===== src/rtl/pc_unit_if.sv =====
// Program-counter unit bus: control inputs from branch/trap logic and the
// fetch-address / return-address-stack view presented back to the pipeline.
interface pc_unit_if #(
    parameter int XLEN = 32
);
    logic            i_stall;
    logic            i_redirect_valid;
    logic [XLEN-1:0] i_redirect_pc;
    logic            i_trap;
    logic [XLEN-1:0] i_trap_vec;
    logic            i_halt;
    logic            i_resume;
    logic            i_ras_push;
    logic            i_ras_pop;
    logic [XLEN-1:0] o_pc;
    logic [XLEN-1:0] o_pc_plus;
    logic            o_valid;
    logic            o_misalign;
    logic [XLEN-1:0] o_ras_top;
    logic            o_ras_empty;
    logic            o_ras_full;

    modport master (
        output i_stall, i_redirect_valid, i_redirect_pc, i_trap, i_trap_vec,
               i_halt, i_resume, i_ras_push, i_ras_pop,
        input  o_pc, o_pc_plus, o_valid, o_misalign, o_ras_top, o_ras_empty, o_ras_full
    );

    modport slave (
        input  i_stall, i_redirect_valid, i_redirect_pc, i_trap, i_trap_vec,
               i_halt, i_resume, i_ras_push, i_ras_pop,
        output o_pc, o_pc_plus, o_valid, o_misalign, o_ras_top, o_ras_empty, o_ras_full
    );
endinterface


===== src/rtl/pc_unit.sv =====
// Program-counter unit: BOOT/RUN/HALT sequencing, trap/redirect/stall PC
// selection with alignment checking, and a circular return-address stack.
module pc_unit #(
    parameter int              XLEN         = 32,
    parameter logic [XLEN-1:0] RESET_VECTOR = {XLEN{1'b0}},
    parameter int              IALIGN       = 4,
    parameter int              RAS_DEPTH    = 4
) (
    input  logic       i_clk,
    input  logic       i_rst,
    pc_unit_if.slave   bus
);
    localparam int              PTR_W      = $clog2(RAS_DEPTH);
    localparam int              CNT_W      = PTR_W + 1;
    localparam logic [XLEN-1:0] ALIGN_MASK = XLEN'(IALIGN - 1);
    localparam logic [XLEN-1:0] INCR       = XLEN'(IALIGN);
    localparam logic [CNT_W-1:0] CNT_FULL  = CNT_W'(RAS_DEPTH);
    localparam logic [CNT_W-1:0] CNT_ZERO  = {CNT_W{1'b0}};
    localparam logic [PTR_W-1:0] PTR_ONE   = PTR_W'(1);

    typedef enum logic [1:0] {
        ST_BOOT = 2'd0,
        ST_RUN  = 2'd1,
        ST_HALT = 2'd2
    } state_t;

    state_t            r_state;
    state_t            w_state_next;
    logic [XLEN-1:0]   r_pc;
    logic [XLEN-1:0]   w_pc_next;
    logic [XLEN-1:0]   w_pc_plus;
    logic [XLEN-1:0]   w_trap_target;
    logic              r_misalign;
    logic              w_misalign_next;
    logic              w_run;
    logic              w_redir_misaligned;
    logic              w_push;
    logic              w_pop;

    logic [XLEN-1:0]   r_ras_mem [RAS_DEPTH];
    logic [PTR_W-1:0]  r_ras_ptr;
    logic [CNT_W-1:0]  r_ras_cnt;
    logic [PTR_W-1:0]  w_ras_ptr_next;
    logic [CNT_W-1:0]  w_ras_cnt_next;
    logic              w_ras_we;
    logic [PTR_W-1:0]  w_ras_widx;

    assign w_pc_plus          = r_pc + INCR;
    assign w_trap_target      = bus.i_trap_vec & ~ALIGN_MASK;
    assign w_run              = (r_state == ST_RUN);
    assign w_redir_misaligned = ((bus.i_redirect_pc & ALIGN_MASK) != {XLEN{1'b0}});
    // A trap in the same cycle wins over any call/return bookkeeping.
    assign w_push             = w_run & bus.i_ras_push & ~bus.i_trap;
    assign w_pop              = w_run & bus.i_ras_pop  & ~bus.i_trap;

    assign bus.o_pc        = r_pc;
    assign bus.o_pc_plus   = w_pc_plus;
    assign bus.o_valid     = w_run;
    assign bus.o_misalign  = r_misalign;
    assign bus.o_ras_empty = (r_ras_cnt == CNT_ZERO);
    assign bus.o_ras_full  = (r_ras_cnt == CNT_FULL);
    assign bus.o_ras_top   = (r_ras_cnt == CNT_ZERO) ? {XLEN{1'b0}} : r_ras_mem[r_ras_ptr];

    // Run/halt sequencing: one BOOT cycle, halt blocked by a simultaneous trap.
    always_comb begin
        w_state_next = r_state;
        case (r_state)
            ST_BOOT: w_state_next = ST_RUN;
            ST_RUN: begin
                if (bus.i_halt && !bus.i_trap) begin
                    w_state_next = ST_HALT;
                end else begin
                    w_state_next = ST_RUN;
                end
            end
            ST_HALT: begin
                if (bus.i_resume || bus.i_trap) begin
                    w_state_next = ST_RUN;
                end else begin
                    w_state_next = ST_HALT;
                end
            end
            default: w_state_next = ST_BOOT;
        endcase
    end

    // Next-PC selection: trap > aligned redirect > stall > sequential; a
    // misaligned redirect is dropped (PC holds) and flagged for one cycle.
    always_comb begin
        w_pc_next       = r_pc;
        w_misalign_next = 1'b0;
        if (w_run) begin
            if (bus.i_trap) begin
                w_pc_next = w_trap_target;
            end else if (bus.i_redirect_valid) begin
                if (w_redir_misaligned) begin
                    w_pc_next       = r_pc;
                    w_misalign_next = 1'b1;
                end else begin
                    w_pc_next = bus.i_redirect_pc;
                end
            end else if (bus.i_stall) begin
                w_pc_next = r_pc;
            end else begin
                w_pc_next = w_pc_plus;
            end
        end else if ((r_state == ST_HALT) && bus.i_trap) begin
            w_pc_next = w_trap_target;
        end else begin
            w_pc_next = r_pc;
        end
    end

    // RAS pointer/count update; push+pop replaces the top unless the stack is empty.
    always_comb begin
        w_ras_we       = 1'b0;
        w_ras_widx     = r_ras_ptr;
        w_ras_ptr_next = r_ras_ptr;
        w_ras_cnt_next = r_ras_cnt;
        case ({w_push, w_pop})
            2'b10: begin
                w_ras_we       = 1'b1;
                w_ras_widx     = r_ras_ptr + PTR_ONE;
                w_ras_ptr_next = r_ras_ptr + PTR_ONE;
                if (r_ras_cnt != CNT_FULL) begin
                    w_ras_cnt_next = r_ras_cnt + CNT_W'(1);
                end else begin
                    w_ras_cnt_next = r_ras_cnt;
                end
            end
            2'b01: begin
                if (r_ras_cnt != CNT_ZERO) begin
                    w_ras_ptr_next = r_ras_ptr - PTR_ONE;
                    w_ras_cnt_next = r_ras_cnt - CNT_W'(1);
                end else begin
                    w_ras_ptr_next = r_ras_ptr;
                    w_ras_cnt_next = r_ras_cnt;
                end
            end
            2'b11: begin
                w_ras_we = 1'b1;
                if (r_ras_cnt == CNT_ZERO) begin
                    w_ras_widx     = r_ras_ptr + PTR_ONE;
                    w_ras_ptr_next = r_ras_ptr + PTR_ONE;
                    w_ras_cnt_next = CNT_W'(1);
                end else begin
                    w_ras_widx     = r_ras_ptr;
                    w_ras_ptr_next = r_ras_ptr;
                    w_ras_cnt_next = r_ras_cnt;
                end
            end
            default: begin
                w_ras_we = 1'b0;
            end
        endcase
    end

    // State, PC and misalign-flag registers.
    always_ff @(posedge i_clk or negedge i_rst) begin
        if (!i_rst) begin
            r_state    <= ST_BOOT;
            r_pc       <= RESET_VECTOR;
            r_misalign <= 1'b0;
        end else begin
            r_state    <= w_state_next;
            r_pc       <= w_pc_next;
            r_misalign <= w_misalign_next;
        end
    end

    // RAS storage, top pointer and occupancy count.
    always_ff @(posedge i_clk or negedge i_rst) begin
        if (!i_rst) begin
            r_ras_ptr <= {PTR_W{1'b1}};
            r_ras_cnt <= CNT_ZERO;
            for (int i = 0; i < RAS_DEPTH; i++) begin
                r_ras_mem[i] <= {XLEN{1'b0}};
            end
        end else begin
            r_ras_ptr <= w_ras_ptr_next;
            r_ras_cnt <= w_ras_cnt_next;
            if (w_ras_we) begin
                r_ras_mem[w_ras_widx] <= w_pc_plus;
            end
        end
    end
endmodule

===== src/flat_wrapper.sv =====
// flat-port wrapper written by rule: the top's interface ports become plain ports
module pc_unit_flat 
#(
    parameter int              XLEN         = 32,
    parameter logic [XLEN-1:0] RESET_VECTOR = {XLEN{1'b0}},
    parameter int              IALIGN       = 4,
    parameter int              RAS_DEPTH    = 4
)
  (i_clk, i_rst, bus_i_stall, bus_i_redirect_valid, bus_i_redirect_pc, bus_i_trap, bus_i_trap_vec, bus_i_halt, bus_i_resume, bus_i_ras_push, bus_i_ras_pop, bus_o_pc, bus_o_pc_plus, bus_o_valid, bus_o_misalign, bus_o_ras_top, bus_o_ras_empty, bus_o_ras_full);
  pc_unit_if #(.XLEN(XLEN)) bus_i ();
  input  logic i_clk;
  input  logic i_rst;
  input wire logic [$bits(bus_i.i_stall)-1:0] bus_i_stall;
  input wire logic [$bits(bus_i.i_redirect_valid)-1:0] bus_i_redirect_valid;
  input wire logic [$bits(bus_i.i_redirect_pc)-1:0] bus_i_redirect_pc;
  input wire logic [$bits(bus_i.i_trap)-1:0] bus_i_trap;
  input wire logic [$bits(bus_i.i_trap_vec)-1:0] bus_i_trap_vec;
  input wire logic [$bits(bus_i.i_halt)-1:0] bus_i_halt;
  input wire logic [$bits(bus_i.i_resume)-1:0] bus_i_resume;
  input wire logic [$bits(bus_i.i_ras_push)-1:0] bus_i_ras_push;
  input wire logic [$bits(bus_i.i_ras_pop)-1:0] bus_i_ras_pop;
  output wire logic [$bits(bus_i.o_pc)-1:0] bus_o_pc;
  output wire logic [$bits(bus_i.o_pc_plus)-1:0] bus_o_pc_plus;
  output wire logic [$bits(bus_i.o_valid)-1:0] bus_o_valid;
  output wire logic [$bits(bus_i.o_misalign)-1:0] bus_o_misalign;
  output wire logic [$bits(bus_i.o_ras_top)-1:0] bus_o_ras_top;
  output wire logic [$bits(bus_i.o_ras_empty)-1:0] bus_o_ras_empty;
  output wire logic [$bits(bus_i.o_ras_full)-1:0] bus_o_ras_full;
  assign bus_i.i_stall = bus_i_stall;
  assign bus_i.i_redirect_valid = bus_i_redirect_valid;
  assign bus_i.i_redirect_pc = bus_i_redirect_pc;
  assign bus_i.i_trap = bus_i_trap;
  assign bus_i.i_trap_vec = bus_i_trap_vec;
  assign bus_i.i_halt = bus_i_halt;
  assign bus_i.i_resume = bus_i_resume;
  assign bus_i.i_ras_push = bus_i_ras_push;
  assign bus_i.i_ras_pop = bus_i_ras_pop;
  assign bus_o_pc = bus_i.o_pc;
  assign bus_o_pc_plus = bus_i.o_pc_plus;
  assign bus_o_valid = bus_i.o_valid;
  assign bus_o_misalign = bus_i.o_misalign;
  assign bus_o_ras_top = bus_i.o_ras_top;
  assign bus_o_ras_empty = bus_i.o_ras_empty;
  assign bus_o_ras_full = bus_i.o_ras_full;
  pc_unit #(.XLEN(XLEN), .RESET_VECTOR(RESET_VECTOR), .IALIGN(IALIGN), .RAS_DEPTH(RAS_DEPTH)) u_core (.i_clk(i_clk), .i_rst(i_rst), .bus(bus_i));
endmodule

===== config.mk =====
export PLATFORM = sky130hd
export DESIGN_NAME = pc_unit_flat
export DESIGN_NICKNAME = d
export VERILOG_FILES = /design/src/rtl/pc_unit_if.sv /design/src/rtl/pc_unit.sv /design/src/flat_wrapper.sv
export SDC_FILE = /design/constraint.sdc
export NUM_CORES = 1
export LEC_CHECK = 0
export ABC_CLOCK_PERIOD_IN_PS = 3000
export CAP_MARGIN = 20
export CORE_ASPECT_RATIO = 1.5
export CORE_MARGIN = 10
export CORE_UTILIZATION = 40
export DETAILED_ROUTE_END_ITERATION = 7
export DONT_BUFFER_PORTS = 1
export PLACE_DENSITY = 0.58
export SETUP_SLACK_MARGIN = 0.2
export SYNTH_ARGS = -nofsm -noshare
export SYNTH_HDL_FRONTEND = slang
export SYNTH_SLANG_ARGS = --single-unit

===== constraint.sdc =====
create_clock -name i_clk -period 3 [get_ports i_clk]
set_input_delay 0.6 -clock i_clk [delete_from_list [all_inputs] [get_ports i_clk]]
set_output_delay 0.6 -clock i_clk [all_outputs]
set_load 0.02 [all_outputs]

# Word level (Yosys, flattened, before mapping)
# Cells that the tools add are included.
classes:
  add_sub_neg: 5
  order_cmp: 3
  n_eq_ne: 12
  n_mux: 29
  bitwise_logic: 7
  n_reduce_logical: 15
op_table:
  columns: ["op", "n"]
  rows:
  - ["two-way mux 32 bit", 10]
  - ["bitwise mux 128 bit", 1]
  - ["binary-select mux 32 bit (select 2 bit)", 1]
  - ["demux 32 bit (select 2 bit)", 1]
  - ["adder 32 x 3 -> 32 bit (second input constant)", 1]
  - ["nonzero test 32 bit", 1]
  - ["case mux 2 bit (3 select lines)", 2]
  - ["two-way mux 3 bit", 3]
  - ["case mux 3 bit (3 select lines)", 1]
  - ["two-way mux 2 bit", 4]
  - ["inequality test 4 bit (second input constant)", 2]
  - ["equality test 2 bit (second input constant)", 3]
  - ["greater-or-equal comparator 3 bit (second input constant)", 2]
  - ["NOT 2 -> 3 bit", 2]
  - ["nonzero test 3 bit", 2]
  - ["two-way mux 1 bit", 5]
  - ["AND 1 bit", 4]
  - ["equality test 2 x 1 -> 1 bit (second input constant)", 2]
  - ["inequality test 2 x 1 -> 1 bit (second input constant)", 2]
  - ["case mux 2 bit (2 select lines)", 1]
  - ["AND reduction 4 bit", 1]
  - ["adder 3 x 1 -> 3 bit (second input constant)", 1]
  - ["equality test 3 bit (second input constant)", 1]
  - ["logical AND 1 bit", 3]
  - ["other kinds (15)", 15]
totals:
  ff_bits: 168
  inputBits: 73
  out_inout_bits: 100
  elab_cells: 80

# Depth between registers and ports, before layout
depth:
  depth_word: 11
  ltp_mapped: 12
  mapped_depth_nobuf: 10

# Worst setup path before layout
# Ideal clock, no wire load.
synth_timing:
  path_type: "register -> output"
  start: "reg u_core.r_pc[3], in the netlist u_core.bus.o_pc[3]"
  end: "out bus_o_pc_plus[22]"
  t_arrival_ns: 2.174
  t_required_ns: 2.400
  path_slack_ns: 0.226
  path_stages_with_launch: 7
  n_path_buf: 0
  path_cell_list: "dfrtp_1 -> ha_1 -> nand2_1 -> or3_1 -> or3_1 -> xor2_1 -> inv_1"
synth_via:
  elab_chain_len: 1
synth_lines:
  columns: ["element", "line_no", "text"]
  rows:
  - ["start, declared", "pc_unit.sv:29", "logic [XLEN-1:0] r_pc;"]
  - ["start signal, assigned", "pc_unit.sv:166", "r_pc <= w_pc_next;"]
  - ["adder 32 x 3 -> 32 bit", "pc_unit.sv:48", "assign w_pc_plus = r_pc + INCR;"]
  - ["end, declared", "flat_wrapper.sv:23", "output wire logic [$bits(bus_i.o_pc_plus)-1:0] bus_o_pc_plus;"]
# No other way between the ends.

# Final worst setup path
layout_timing:
  start: "reg u_core.r_pc[2], in the netlist u_core.bus.o_pc[2]"
  end: "out bus_o_pc_plus[22]"
# The elaborated chain is that of the path after synthesis.

==> reports/results.txt <==
Die Y: 201 µm
Failing checks: negative hold slack
Yosys top cell area share: 0.474
ANT nets after route: 0
Full die area: 28,400 µm²
Mapped Area: 8770 µm²
Num rows: 66
DR pass1 iterations: 4
Worst r2r src: u_core.r_state[0]$_DFF_PN0_
Pins Over Slew Limit: 0
Synth area leaders: dfrtp_1, mux4_2, nand2_1
Async set-reset flop share out of synthesis: 1.00
Finish-stage setup viols: 0
Fillers: 2,102
Vias: 6,769
Yosys cell types: 64
Root Driver: clkbuf_16
Minimum clock period: 2.85 ns
I/O Buffers: 0
VDD IR max: 490 µV
Synth-to-Final Area Change: 18.2%
Internal power: 6.31 mW
Setup crit start kind: flip-flop
Rel. slew slack: 0.465
Remaining DRCs: 0
Initial core utilization: 0.405
Final Hold Viols: 166
Total Nets Final: 1,007
WHS: -0.128 ns
Routed vias/inst: 5.57
Synthesized instance count: 900
Seq pwr share: 0.371
Routability Congestion: 0.906
Ant diodes: 0
RR Endpoint: u_core.bus.o_pc[9]$_DFFE_PN0P_
Switching power: 4.26 mW
Crit path required time: 2.40 ns
Die width: 141 µm
Post-synth top area cell: dfrtp_1
Most frequent cells after synthesis: dfrtp_1, nand2_1, o21ai_0
Clock Path Buffers: 2
Power Density: 1020 nW/µm²
Number of synthesized flops with an enable pin: 0
H-tree depth: 4
Post-DR wirelength/cell: 20.9 µm
Reg2Reg Depth: 7
Worst-Margin Slew: 0.799 ns
Worst Hold Class: in2async
First-pass GRT wire length: 40,600 µm
RSZ-0062 raised after global routing: yes
CTS clk-pin slew, worst paths: 0.06 ns
Switch share: 0.403
Crit path kind: reg2out
Vias in the first global route: 7,068
Count leader, synth: dfrtp_1
I/O pin total: 173
F_max: 0.350 GHz
Hpwl dp: 18,400 µm
Share of layout cells above drive strength 1: 0.240
Post-place setup slack: 0.291 ns
CP Max Fanout: 3
Final period utilization: 0.951
Seq/Total Area, Yosys: 0.480
Post-Syn Area per Cell: 9.75 µm²
CTS tree: built
Leak: 4.69 nW
Part of the power in combinational logic: 0.417
Total Neg Setup Slack: 0 ns
Placed Cells: 1,173
Initial antenna violation count: 0
Finished Layout Cells: 1,216
Syn_nets: 975
Total grt overflow: 0
Reg2reg setup slack: 0.76 ns
FF+latch count, synth: 168
Status: complete, but fails checks
CORE AREA: 21,600 µm²
Largest net degree at the start of global routing: 169
Initial DRC Count: 314
Clk network pwr share: 0.213
Synthesis Warnings: 0
Inserted Clock Buffers: 17
GRT Util Overall: 0.179
Crit end category: output pin
Worst-Skew Late Latency: 0.42 ns
Final worst slack: 0.146 ns
Clock skew: 0.00968 ns
Total power: 10.6 mW
Sink Count: 168
Final WL: 25,500 µm
Arrival time at the worst endpoint: 2.25 ns
Ys flop type: dfrtp_1
Max Cap Viol: 0
## routing by layer
layer	part of all wire	wire length, µm	vias up	track usage
met1	0.41	10500	3342	0.210
met5	0	0	-	0
met2	0.51	13100	173	0.313
met3	0.058	1470	27	0.0476
li1	-	-	3227	-
met4	0.017	421	0	0.0473
## critical path, cell delays in order (launching register included)
cell	delay, ns
dfrtp_1	0.39
ha_2	0.23
nand2_2	0.10
or3_4	0.45
or3_4	0.38
xor2_2	0.17
inv_2	0.11
## stage by stage
stage	hold WS (ns)	cell area, µm²	util
floorplan	0.304	8770	-
global placement	0.310	9400	0.434
detailed placement	0.310	9400	0.434
CTS	-0.150	10200	0.472
global route	-0.155	10400	0.479
finish	-0.128	10400	0.479
## worst max path at each step
stage / start / end / slack, ns / cells after the start
finish: u_core.bus.o_pc[2]$_DFFE_PN0P_ / bus_o_pc_plus[22] / 0.15 / 6
global route: u_core.bus.o_pc[2]$_DFFE_PN0P_ / bus_o_pc_plus[22] / 0.08 / 6
CTS: u_core.bus.o_pc[2]$_DFFE_PN0P_ / bus_o_pc_plus[22] / 0.07 / 6
detailed placement: u_core.bus.o_pc[2]$_DFFE_PN0P_ / bus_o_pc_plus[25] / 0.29 / 6
global placement: u_core.bus.o_pc[2]$_DFFE_PN0P_ / bus_o_pc_plus[25] / 0.31 / 6
floorplan: u_core.bus.o_pc[3]$_DFFE_PN0P_ / bus_o_pc_plus[22] / 0.23 / 6
## sequential cells by signal (all words and copies together) (netlist names)
| signal | cells |
|---|---|
| u_core.r_ras_mem | 128 |
| u_core.r_ras_cnt | 3 |
| u_core.bus.o_misalign | 1 |
| u_core.r_state | 2 |
| u_core.r_ras_ptr | 2 |
| u_core.bus.o_pc | 32 |
## cell type report
cell class | instances | area [µm²] | area share
timing repair buffer | 80 | 649 | 0.0626
inverter | 35 | 131 | 0.0127
sequential | 168 | 4220 | 0.407
clock inverter | 14 | 175 | 0.0169
multi-input combinational | 630 | 4430 | 0.427
clock buffer | 17 | 425 | 0.0410
tap | 272 | 340 | 0.0328
## layout by cell type (no fill, tap or decap), types with 11 or more instances in the layout
cell type  instances
inv_1             21
and3_1            24
dfrtp_2           11
nand2_1          156
o21ai_1           29
nand3_1           19
mux4_2            32
nor2b_1           34
a21oi_1           25
inv_2             14
clkbuf_16         17
dfrtp_1          155
o21ai_0          115
nor2_1            24
buf_4             75
## cells by family (layout without fill, tap and decap cells)
kind of cell               Yosys count  after routing  synth area share
buffers and inverters              102            146            0.0461
muxes                               47             47             0.101
xor gates and xnor gates            35             35            0.0358
adders and majority gates            2              2           0.00285
AOI/OAI and AO/OA                  227            227             0.152
DFF                                168            168             0.480
and+or+nand+nor                    319            319             0.183
## power by group through the flow
stage	logic, mW	clock network [mW]	registers [mW]
floorplan	3.11	0	3.78
global placement	4.29	0	3.89
detailed placement	4.35	0	3.93
CTS	4.45	2.29	3.90
global route	4.87	2.38	4.05
finish	4.41	2.25	3.92
## repair_timing
action / 4_1_cts / 5_1_grt
gates resized for setup: 40 / 29
setup buffers: 8 / 4
hold endpoints to repair: 166 / 166
setup endpoints to repair: 23 / 25
pin swaps: 7 / 11
Note: power is estimated with default switching activity, not from simulation.
